[config.mk]
export PLATFORM = sky130hd
export DESIGN_NAME = serial_adder
export DESIGN_NICKNAME = d
export VERILOG_FILES = /design/src/rtl/serial_adder_pkg.sv /design/src/rtl/full_adder_cell.sv /design/src/rtl/serial_adder.sv
export SDC_FILE = /design/constraint.sdc
export NUM_CORES = 1
export LEC_CHECK = 0
export ABC_AREA = 1
export CELL_PAD_IN_SITES_DETAIL_PLACEMENT = 0
export CELL_PAD_IN_SITES_GLOBAL_PLACEMENT = 2
export CORE_ASPECT_RATIO = 1.1
export CORE_MARGIN = 1
export CORE_UTILIZATION = 26
export DETAILED_ROUTE_END_ITERATION = 16
export PLACE_DENSITY_LB_ADDON = 0.3
export SLEW_MARGIN = 20
export SYNTH_ARGS = -nofsm -noshare
export SYNTH_HDL_FRONTEND = slang
export SYNTH_SLANG_ARGS = --single-unit
[constraint.sdc]
create_clock -name clk -period 2.1 [get_ports clk]
set_clock_uncertainty 0.2 [all_clocks]
set_input_delay 0.21 -clock clk [delete_from_list [all_inputs] [get_ports clk]]
set_output_delay 0.21 -clock clk [all_outputs]
set_load 0.05 [all_outputs]
[src/rtl/serial_adder_pkg.sv]
// Shared types and constants for the bit-serial adder.
package serial_adder_pkg;

    localparam int DEFAULT_WIDTH = 8;

    typedef enum logic [1:0] {
        IDLE = 2'd0,
        RUN  = 2'd1,
        DONE = 2'd2
    } state_t;

endpackage

[src/rtl/full_adder_cell.sv]
// Single-bit combinational full adder used as the serial adder's arithmetic slice.
module full_adder_cell (
    input  logic a,
    input  logic b,
    input  logic cin,
    output logic sum,
    output logic cout
);

    assign sum  = a ^ b ^ cin;
    assign cout = (a & b) | (a & cin) | (b & cin);

endmodule

[src/rtl/serial_adder.sv]
// LSB-first bit-serial adder: one operand bit per clock through a single full-adder cell.
// Optional subtract mode is enabled by defining SERIAL_ADDER_SUB_EN.
//
// state | meaning
// IDLE  | waiting for start; sum/cout hold the last result
// RUN   | processing bit cnt of the captured operands
// DONE  | result valid, done pulses for this one cycle
module serial_adder
    import serial_adder_pkg::*;
#(
    parameter int WIDTH = DEFAULT_WIDTH
) (
    input  logic             clk,
    input  logic             rst,
    input  logic             start,
    input  logic [WIDTH-1:0] a,
    input  logic [WIDTH-1:0] b,
    input  logic             cin,
`ifdef SERIAL_ADDER_SUB_EN
    input  logic             sub,
`endif
    output logic             busy,
    output logic             done,
    output logic [WIDTH-1:0] sum,
    output logic             cout
);

    localparam int CW = $clog2(WIDTH);
    localparam logic [CW-1:0] LAST = CW'(WIDTH - 1);

    state_t state, state_nxt;

    logic [WIDTH-1:0] a_r;
    logic [WIDTH-1:0] b_r;
    logic [CW-1:0]    cnt;
    logic             carry;
    logic             bit_a;
    logic             bit_b;
    logic             fa_sum;
    logic             fa_cout;
    logic             carry_init;

`ifdef SERIAL_ADDER_SUB_EN
    logic sub_r;

    // Subtraction as a + ~b + 1: invert b bit-by-bit and seed the carry with 1.
    assign bit_b      = b_r[cnt] ^ sub_r;
    assign carry_init = sub ? 1'b1 : cin;
`else
    assign bit_b      = b_r[cnt];
    assign carry_init = cin;
`endif

    assign bit_a = a_r[cnt];

    full_adder_cell u_fa (
        .a    (bit_a),
        .b    (bit_b),
        .cin  (carry),
        .sum  (fa_sum),
        .cout (fa_cout)
    );

    always_ff @(posedge clk or posedge rst) begin
        if (rst) begin
            state <= IDLE;
        end else begin
            state <= state_nxt;
        end
    end

    always_comb begin
        state_nxt = state;
        case (state)
            IDLE:    if (start) state_nxt = RUN;
            RUN:     if (cnt == LAST) state_nxt = DONE;
            DONE:    state_nxt = IDLE;
            default: state_nxt = IDLE;
        endcase
    end

    always_ff @(posedge clk or posedge rst) begin
        if (rst) begin
            a_r   <= '0;
            b_r   <= '0;
            cnt   <= '0;
            carry <= 1'b0;
            sum   <= '0;
            cout  <= 1'b0;
`ifdef SERIAL_ADDER_SUB_EN
            sub_r <= 1'b0;
`endif
        end else begin
            case (state)
                IDLE: begin
                    if (start) begin
                        a_r   <= a;
                        b_r   <= b;
                        cnt   <= '0;
                        carry <= carry_init;
`ifdef SERIAL_ADDER_SUB_EN
                        sub_r <= sub;
`endif
                    end
                end
                RUN: begin
                    sum[cnt] <= fa_sum;
                    carry    <= fa_cout;
                    cnt      <= cnt + CW'(1);
                    if (cnt == LAST) begin
                        cout <= fa_cout;
                    end
                end
                default: ;
            endcase
        end
    end

    assign busy = (state != IDLE);
    assign done = (state == DONE);

endmodule

==> flow_metrics.py, run 1 <==
metrics = {
    "worst_setup_path": {
        "setup.worst_path.end_class": "flop",
        "crit_type": "flop to flop",
        "startpoint_type": "flop",
        "crit_fanout": 8,
        "crit_start": "cnt[1]",
        "required_ps": 2060,
        "timing.rr.start": "cnt[1]",
        "cp.arrival_ps": 1920,
    },
    "final_layout": {
        "design_area_mm2": 0.001979,
        "final_util_pct": 36.22,
        "n_antenna_cell": 0,
        "drive_gt1_share_pct": 11.35,
        "mostFrequentLayoutCells": "nand2_1, dfrtp_1, clkdlybuf4s50_1",
        "nets": 251,
        "synthToLayoutAreaGrowth_pct": 32.50,
        "layout_commonest_cell": "nand2_1",
    },
    "timing": {
        "max_freq_mhz": 509.8,
        "tightestPinTransition_ps": 516.6,
        "max-slew-margin-rel_pct": 65.51,
        "drv_slew": 0,
        "finalHoldViolCount": 0,
        "tns_ps": 0,
        "setup_viol": 0,
        "period_needed_ps": 1962,
        "rsz0062_at_grt": "no",
        "finalCritPeriodShare_pct": 93.41,
        "setup_ws_ps": 138.5,
    },
    "clocking": {
        "ctsLongestPathBuffers": 2,
        "cts_hold_buf": 0,
        "ctsResizeCount": 1,
        "clk_root_buffer_cell": "clkbuf_8",
        "clock-sinks": 31,
        "cts_setup_buffers": 0,
        "clkLatencyLatePin_ps": 270,
        "cts_tree": "done",
        "clk_pin_slew_worst_paths_ps": 60,
        "cts_buffers": 5,
        "htree_levels": 2,
    },
    "job": {
        "max_cap_violations": 0,
    },
    "power": {
        "leakage_nw": 0.9783,
        "power_mw": 3.239,
        "power_density_mw_per_mm2": 1636,
        "irDropWorstVdd_uv": 465.6,
    },
    "floorplanning": {
        "die_y_um": 81.50,
        "die_area_mm2": 0.006053,
        "fp.dieW_um": 74.28,
        "core_mm2": 0.005465,
        "pin_count": 31,
        "rows": 28,
        "start_util_pct": 27.34,
    },
    "drt": {
        "via_count": 1224,
        "dr.pass1.iters": 4,
        "avgRoutedWirePerCell_um": 10.66,
        "route.detailed.drc": 0,
        "final_antenna_net_count": 0,
        "routed_wl_um": 3242,
        "via_per_inst": 4.026,
        "drt_iter0_markers": 72,
    },
    "global_route": {
        "track_usage_pct": 12.31,
        "grt_start_max_net_pins": 34,
        "gr-total-overflow": 0,
        "grt_pass1_vias": 1107,
        "grt_pass1_wl_um": 5513,
        "antenna_found_initial": 0,
    },
    "logic_synthesis": {
        "synth-simple-area-share_pct": 27.72,
        "synthAdderAreaFrac_pct": 3.015,
        "synthXorXnorAreaFrac_pct": 0,
        "synth_top_family_by_area": "simple AND/OR/NAND/NOR gates",
        "synth_warnings": 0,
        "synth_compound_area_share_pct": 7.035,
        "synth_flop_cell": "dfrtp_1",
        "ys_ff_latch": 31,
        "syn_area_mm2": 0.001494,
        "synth_nets": 212,
        "ys_types": 15,
        "synth_seq_area_share_pct": 51.93,
        "synthArstFlopShare_pct": 100.0,
        "synth_enable_flop_cells": 0,
        "postSynthAreaPerCell_um2": 7.904,
        "muxShareOfSynthArea_pct": 0,
        "synthCells": 189,
    },
    "place": {
        "pre_cts_ws_ps": -38.81,
        "numPortBuffers": 30,
        "dpl_cell_area_mm2": 0.001887,
        "place.gp.congestion": 0.7488,
        "dp_hpwl_um": 2366,
    },
    "hold_path": {
        "hp-class": "input port to asynchronous set/reset pin",
    },
    "status": {
        "outcome": "complete, no violations",
    },
}
-- sequential cells by signal, summed over array words and instances, names as in the netlist --
| register | cells |
|---|---|
| sum | 8 |
| cout | 1 |
| state | 2 |
| b_r | 8 |
| carry | 1 |
| a_r | 8 |
| cnt | 3 |
-- critical path, cell delays in order (launching register included) --
cell     delay (ps)
dfrtp_2         450
nor2_1          220
nand3_1         110
nand2_1          90
nor2_2           50
fa_1            520
inv_2            80
nand3_1          90
nand2_1          50
-- cell families after synthesis --
family                   after synthesis
AND/OR/NAND/NOR                      100
buffers and inverters                 34
flip-flops                            31
AO/OA/AOI/OAI                         21
adder cells (fa/ha/maj)                3
-- per-layer routing --
layer  track usage (%)  part of all wire, %  vias up
li1                  -                    -      653
met1             16.68                   50      541
met2             18.45                   45       28
met3             4.049                  3.6        2
met4             3.962                 0.59        0
met5                 0                    0        -
-- layout make-up --
type                       instances  area, um^2
sequential                        31       778.2
fill                             613        3486
timing repair buffer              36       344.1
multi-input combinational        124       569.3
tap                               75       93.84
clock inverter                     1       5.005
clock buffer                       7       76.32
inverter                          30       112.6
-- per-stage QoR --
step,hold slack (ps),std cells
floorplan,113.5,189
global placement,258.6,296
detailed placement,257.4,296
CTS,127.4,304
global route,170.2,304
finish,118.2,304
-- synth_stat cells, types with 2 or more instances --
| master | n | area, um^2 |
|---|---|---|
| o21ai_0 | 5 | 25.02 |
| ha_1 | 2 | 25.02 |
| buf_6 | 3 | 33.78 |
| inv_1 | 27 | 101.4 |
| dfrtp_1 | 31 | 775.7 |
| o21ai_1 | 16 | 80.08 |
| nand3_1 | 18 | 90.09 |
| inv_2 | 3 | 11.26 |
| nor2_1 | 7 | 26.28 |
| nand2_1 | 72 | 270.3 |
-- report_power, final --
part | leakage, nW | internal [mW] | switching, mW
combinational | 0.555 | 0.600 | 1.18
sequential | 0.381 | 0.883 | 0.130
clock | 0.0422 | 0.232 | 0.210
total | 0.978 | 1.71 | 1.52
-- final timing paths --
kind                          end  depth (start not counted)  slack [ps]
min reg2reg                sum[5]                          2         270
max reg2reg                sum[7]                          8         140
max                        sum[7]                          8         140
min in group clk           sum[5]                          2         270
min                        b_r[6]                          3         120
max in group asynchronous  cnt[1]                          3        1270
Power figures use the tool's default switching activity.
==> inputs of run 2 (changes only) <==
- clock period: 2.1 -> 1.6 ns (I/O delays scaled with it)
==> run 2 against run 1 <==
Global-route usage up 0.89 points. The flow now finishes with violations (setup timing). Clock power increased by 34%. First-iteration DRC count is 44% lower. Critical path depth is 1 higher. Design area increased by 21%. Utilization is 7.7 points higher. Worst hold slack worse by 98 ps.
==> flow_metrics.py, run 2 (synthesis results as in run 1) <==
metrics = {
    "timing": {
        "finalCritPeriodShare_pct": 121.9,
        "max_freq_mhz": 512.7,
        "finalHoldViolCount": 0,
        "hold_ws_ps": 20.61,
        "setup_viol": 10,
        "tightestPinTransition_ps": 237.9,
        "setup_ws_ps": -350.5,
        "rsz0062_at_grt": "yes",
        "period_needed_ps": 1950,
        "drv_slew": 0,
        "max-slew-margin-rel_pct": 84.12,
    },
    "global_route": {
        "grt_pass1_vias": 1259,
        "grt_use_met3_pct": 3.804,
        "grt_pass1_wl_um": 5837,
        "antenna_found_initial": 0,
        "gr-usage-met2_pct": 20.82,
        "gr-total-overflow": 0,
        "track_usage_pct": 13.20,
        "global_route.usage.met1_pct": 16.35,
        "grt_busiest_layer": "met2",
        "grt_start_max_net_pins": 32,
    },
    "drt": {
        "drt_iter0_markers": 40,
        "via_per_inst": 4.107,
        "avgRoutedWirePerCell_um": 10.65,
        "routed_wl_um": 3472,
        "route.detailed.drc": 0,
        "final_antenna_net_count": 0,
        "via_count": 1339,
        "dr.pass1.iters": 4,
    },
    "final_layout": {
        "fillers": 584,
        "synthToLayoutAreaGrowth_pct": 60.80,
        "mostFrequentLayoutCells": "nand2_1, dfrtp_1, buf_4",
        "multi_input_area_um2": 671.9,
        "drive_gt1_share_pct": 34.66,
        "design_area_mm2": 0.002402,
        "n_antenna_cell": 0,
        "final_util_pct": 43.96,
        "layout_commonest_cell": "nand2_1",
        "ff_latch_area_um2": 779.5,
        "top_regs": "a_r: 8 flops, b_r: 8 flops, sum: 8 flops",
        "nets": 273,
    },
    "power": {
        "irDropWorstVdd_uv": 789.7,
        "power_density_mw_per_mm2": 2237,
        "comb_power_share_pct": 62.2,
        "clockPowerShare_pct": 11.1,
        "p_sw_mw": 2.428,
        "p_int_mw": 2.946,
        "seq_power_share_pct": 26.8,
        "leakage_nw": 1.157,
        "switching_share_pct": 45.18,
    },
    "worst_setup_path": {
        "setup.worst_path.end_class": "flop",
        "critPathBufInv": 2,
        "slowest_stage": "fa_2",
        "required_ps": 1580,
        "crit_fanout": 8,
        "timing.critical_path.mode_cell": "nand2_2",
        "cpPeakStageDelay_ps": 550,
        "startpoint_type": "flop",
        "critPathTopFamily": "adder cells",
        "crit_type": "flop to flop",
        "crit_chain": "buf_6, nand2_2, nand3_2, nand2_2, nor2_4, fa_2, inv_4, nand3_1, nand2_1",
        "cp.arrival_ps": 1930,
    },
    "place": {
        "place.gp.congestion": 0.7380,
        "dp_hpwl_um": 2515,
        "dpl_cell_area_mm2": 0.002211,
        "numPortBuffers": 30,
        "pre_cts_ws_ps": -319.6,
    },
    "floorplanning": {
        "fp.dieW_um": 74.28,
        "pin_count": 31,
        "core_mm2": 0.005465,
        "rows": 28,
        "die_y_um": 81.50,
        "die_area_mm2": 0.006053,
        "start_util_pct": 27.34,
    },
    "clocking": {
        "cts_buffers": 5,
        "cts_tree": "done",
        "htree_levels": 2,
        "clk_pin_slew_worst_paths_ps": 70,
        "clk_root_buffer_cell": "clkbuf_8",
        "clkLatencyLatePin_ps": 290,
        "clock-sinks": 31,
        "cts_hold_buf": 0,
        "ctsLongestPathBuffers": 2,
    },
    "hold_path": {
        "hp-class": "input port to asynchronous set/reset pin",
    },
    "job": {
        "max_cap_violations": 0,
    },
    "status": {
        "failed_checks": "setup timing",
        "outcome": "complete, but fails checks",
    },
}
## run 2: changes by cell type in the layout (fill, tap and decap cells not counted), moves of 2 or more
cell / delta
inv_1: -4
buf_12: +13
nor2_4: +4
nand3_2: +10
nor2_1: -3
clkinv_2: +2
buf_4: +17
inv_2: +2
clkbuf_1: -2
nand3_1: -10
nand2_2: +9
nand2_1: -9
clkdlybuf4s50_1: -9
## run 2: timing repair
| action | CTS | global route |
|---|---|---|
| resized for setup | 6 | 24 |
| setup endpoints to repair | 10 | 11 |
| buffers inserted | 0 | 1 |
| gates cloned | 0 | 0 |
| endpoints found under the hold margin | 0 | 0 |
| pin swaps | 2 | 18 |
## run 2: layout make-up
cell class	count	share of cell area (%)
flip-flops and latches	31	32.45
inverters	30	5.000
well taps	75	3.906
clock inverters	3	0.6250
clock buffers	5	2.865
repair buffers	58	27.19
multi-input cells	124	27.97
## run 2: worst min-delay path, delay by kind of cell
family | cells | cell delay (ps)
buffers and inverters | 3 | 700
## run 2: metal layers
| metal | vias up | wire, um |
|---|---|---|
| met3 | 7 | 119 |
| met1 | 601 | 1628 |
| met4 | 0 | 89 |
| li1 | 706 | - |
| met5 | - | 0 |
| met2 | 25 | 1635 |
## run 2: through the flow
stage,cells,total power [mW],TNS (ps)
final,326,5.373,-2863
after global routing,326,5.814,-3586
after CTS,325,5.117,-2605
after detailed placement,317,4.429,-2745
after global placement,317,4.435,-2724
after floorplan,189,3.072,-1768
## run 2: path summary, 6_finish.rpt
check	cells after the start	to	start	slack [ps]
max	9	sum[1]	cnt[0]	-350
min	3	carry	rst	20
max reg2reg	9	sum[1]	cnt[0]	-350
min reg2reg	2	carry	carry	300
max in group asynchronous	3	cnt[1]	rst	1000
min in group clk	3	a_r[5]	a[5]	210
## run 2: power by group through the flow
stage	logic, mW	clock network (mW)	registers, mW
floorplan	1.35	0	1.72
global placement	3.00	0	1.43
detailed placement	2.99	0	1.44
CTS	3.05	0.624	1.44
global route	3.68	0.659	1.48
finish	3.34	0.594	1.44
==> inputs of run 3 (changes only) <==
- CORE_UTILIZATION: 26 -> 27
- CTS_BUF_LIST: default -> sky130_fd_sc_hd__clkbuf_8
==> run 3 against run 2 <==
The run still ends with setup timing left. Utilization down 0.072 points. Clock power down 5.1%. Critical path depth unchanged. Design area down 2.1%. Combinational power down 3%. Via count down 1.6%. Non-clock buffer count down 4. Sequential cell count unchanged. Highest routed layer unchanged.
==> flow_metrics.py, run 3 (synthesis results as in run 1) <==
metrics = {
    "place": {
        "numPortBuffers": 30,
        "dpl_cell_area_mm2": 0.002181,
        "place.gp.congestion": 0.7809,
        "dp_hpwl_um": 2496,
    },
    "drt": {
        "routed_wl_um": 3388,
        "drt_iter0_markers": 40,
        "via_count": 1318,
        "avgRoutedWirePerCell_um": 10.52,
        "route.detailed.drc": 0,
        "via_per_inst": 4.093,
        "final_antenna_net_count": 0,
        "dr.pass1.iters": 4,
    },
    "final_layout": {
        "top_regs": "a_r: 8 flops, b_r: 8 flops, sum: 8 flops",
        "drive_gt1_share_pct": 30.36,
        "mostFrequentLayoutCells": "nand2_1, dfrtp_1, inv_1",
        "nets": 269,
        "synthToLayoutAreaGrowth_pct": 57.45,
        "n_antenna_cell": 0,
        "design_area_mm2": 0.002352,
        "layout_commonest_cell": "nand2_1",
    },
    "timing": {
        "drv_slew": 0,
        "tightestPinTransition_ps": 261.7,
        "finalCritPeriodShare_pct": 121.6,
        "setup_viol": 10,
        "max-slew-margin-rel_pct": 82.53,
        "hold_ws_ps": 8.721,
        "rsz0062_at_grt": "yes",
        "setup_ws_ps": -345.6,
        "max_freq_mhz": 514.0,
        "period_needed_ps": 1946,
        "finalHoldViolCount": 0,
    },
    "clocking": {
        "clk_pin_slew_worst_paths_ps": 60,
        "cts_hold_buf": 0,
        "ctsLongestPathBuffers": 2,
        "cts_tree": "done",
        "clock-sinks": 31,
        "clk_root_buffer_cell": "clkbuf_8",
        "htree_levels": 2,
        "clkLatencyLatePin_ps": 280,
        "cts_buffers": 5,
    },
    "floorplanning": {
        "fp.dieW_um": 72.93,
        "core_mm2": 0.005360,
        "start_util_pct": 27.87,
        "die_area_mm2": 0.005835,
        "die_y_um": 80.02,
        "rows": 28,
        "pin_count": 31,
    },
    "worst_setup_path": {
        "timing.critical_path.mode_cell": "nand2_2",
        "cp.arrival_ps": 1910,
        "slowest_stage": "fa_2",
        "r2r_slack_ps": -350,
        "setup.worst_path.end_class": "flop",
        "critPathBufInv": 2,
        "crit_type": "flop to flop",
        "required_ps": 1560,
        "crit_fanout": 8,
        "crit_chain": "buf_6, nand2_2, nand3_2, nand2_2, nor2_2, fa_2, inv_4, nand3_2, nand2_2",
        "critPathTopFamily": "adder cells",
        "cpPeakStageDelay_ps": 580,
        "startpoint_type": "flop",
    },
    "job": {
        "max_cap_violations": 0,
    },
    "global_route": {
        "grt_pass1_wl_um": 5996,
        "track_usage_pct": 13.65,
        "gr-total-overflow": 0,
        "grt_pass1_vias": 1392,
        "grt_start_max_net_pins": 34,
        "antenna_found_initial": 0,
    },
    "power": {
        "leakage_nw": 1.143,
        "power_mw": 5.228,
        "power_density_mw_per_mm2": 2222,
        "irDropWorstVdd_uv": 1119,
    },
    "hold_path": {
        "hp-class": "input port to asynchronous set/reset pin",
    },
    "status": {
        "outcome": "complete, but fails checks",
        "failed_checks": "setup timing",
    },
}
==> run 3: cell count changes in the layout (fill, tap and decap cells not counted), moves of 2 or more <==
cell,before,now
nand2_2,10,4
clkinv_2,3,1
buf_4,24,20
nand2_1,63,68
inv_1,21,23
==> run 3: final timing paths <==
kind / depth (start not counted) / from / end
setup / recovery: 9 / cnt[0] / sum[7]
hold / removal: 3 / rst / b_r[4]
setup reg to reg: 9 / cnt[0] / sum[7]
hold reg to reg: 2 / carry / carry
max in group asynchronous: 3 / rst / cnt[2]
min in group clk: 3 / b[1] / b_r[1]
==> run 3: metal layers <==
layer	vias to the layer above	track usage (%)	wire (um)
met4	0	5.882	58
met3	7	3.914	108
li1	694	-	-
met1	597	15.81	1529
met2	20	23.27	1692
met5	-	0	0
==> run 3: timing repair <==
item                       4_1_cts  5_1_grt
pin swaps                        1       12
setup endpoints to repair       10       10
setup buffers                    0        1
gates resized for setup          3       20
==> run 3: worst register-to-register path, cell delays in order (launching register included) <==
cell and delay, ps:
dfrtp_2 460, buf_6 150, nand2_2 60, nand3_2 70, nand2_2 60, nor2_2 40
fa_2 580, inv_4 70, nand3_2 80, nand2_2 50
==> run 3: report_power, final <==
| group | internal (mW) | leakage (nW) | total [mW] | switching (mW) |
|---|---|---|---|---|
| registers | 1.16 | 0.380 | 1.43 | 0.272 |
| clock network | 0.291 | 0.0505 | 0.564 | 0.273 |
| logic | 1.42 | 0.712 | 3.23 | 1.81 |
| total | 2.87 | 1.14 | 5.23 | 2.36 |
==> run 3: cell type report <==
type,count,area (um^2)
Fill cell,547,3008
Sequential cell,31,779.5
Multi-Input combinational cell,124,656.9
Timing Repair Buffer,54,623.1
Inverter,30,117.6
Tap cell,75,93.84
Clock buffer,5,68.82
Clock inverter,3,12.51
==> run 3: per-stage QoR <==
step | instances | worst slack (ps) | util (%) | TNS [ps]
floorplan | 189 | -220.0 | - | -1768
global placement | 313 | -328.8 | 40.69 | -2596
detailed placement | 313 | -341.2 | 40.69 | -2828
CTS | 321 | -320.0 | 42.37 | -2673
global route | 322 | -456.8 | 43.88 | -3867
finish | 322 | -345.6 | 43.88 | -2814
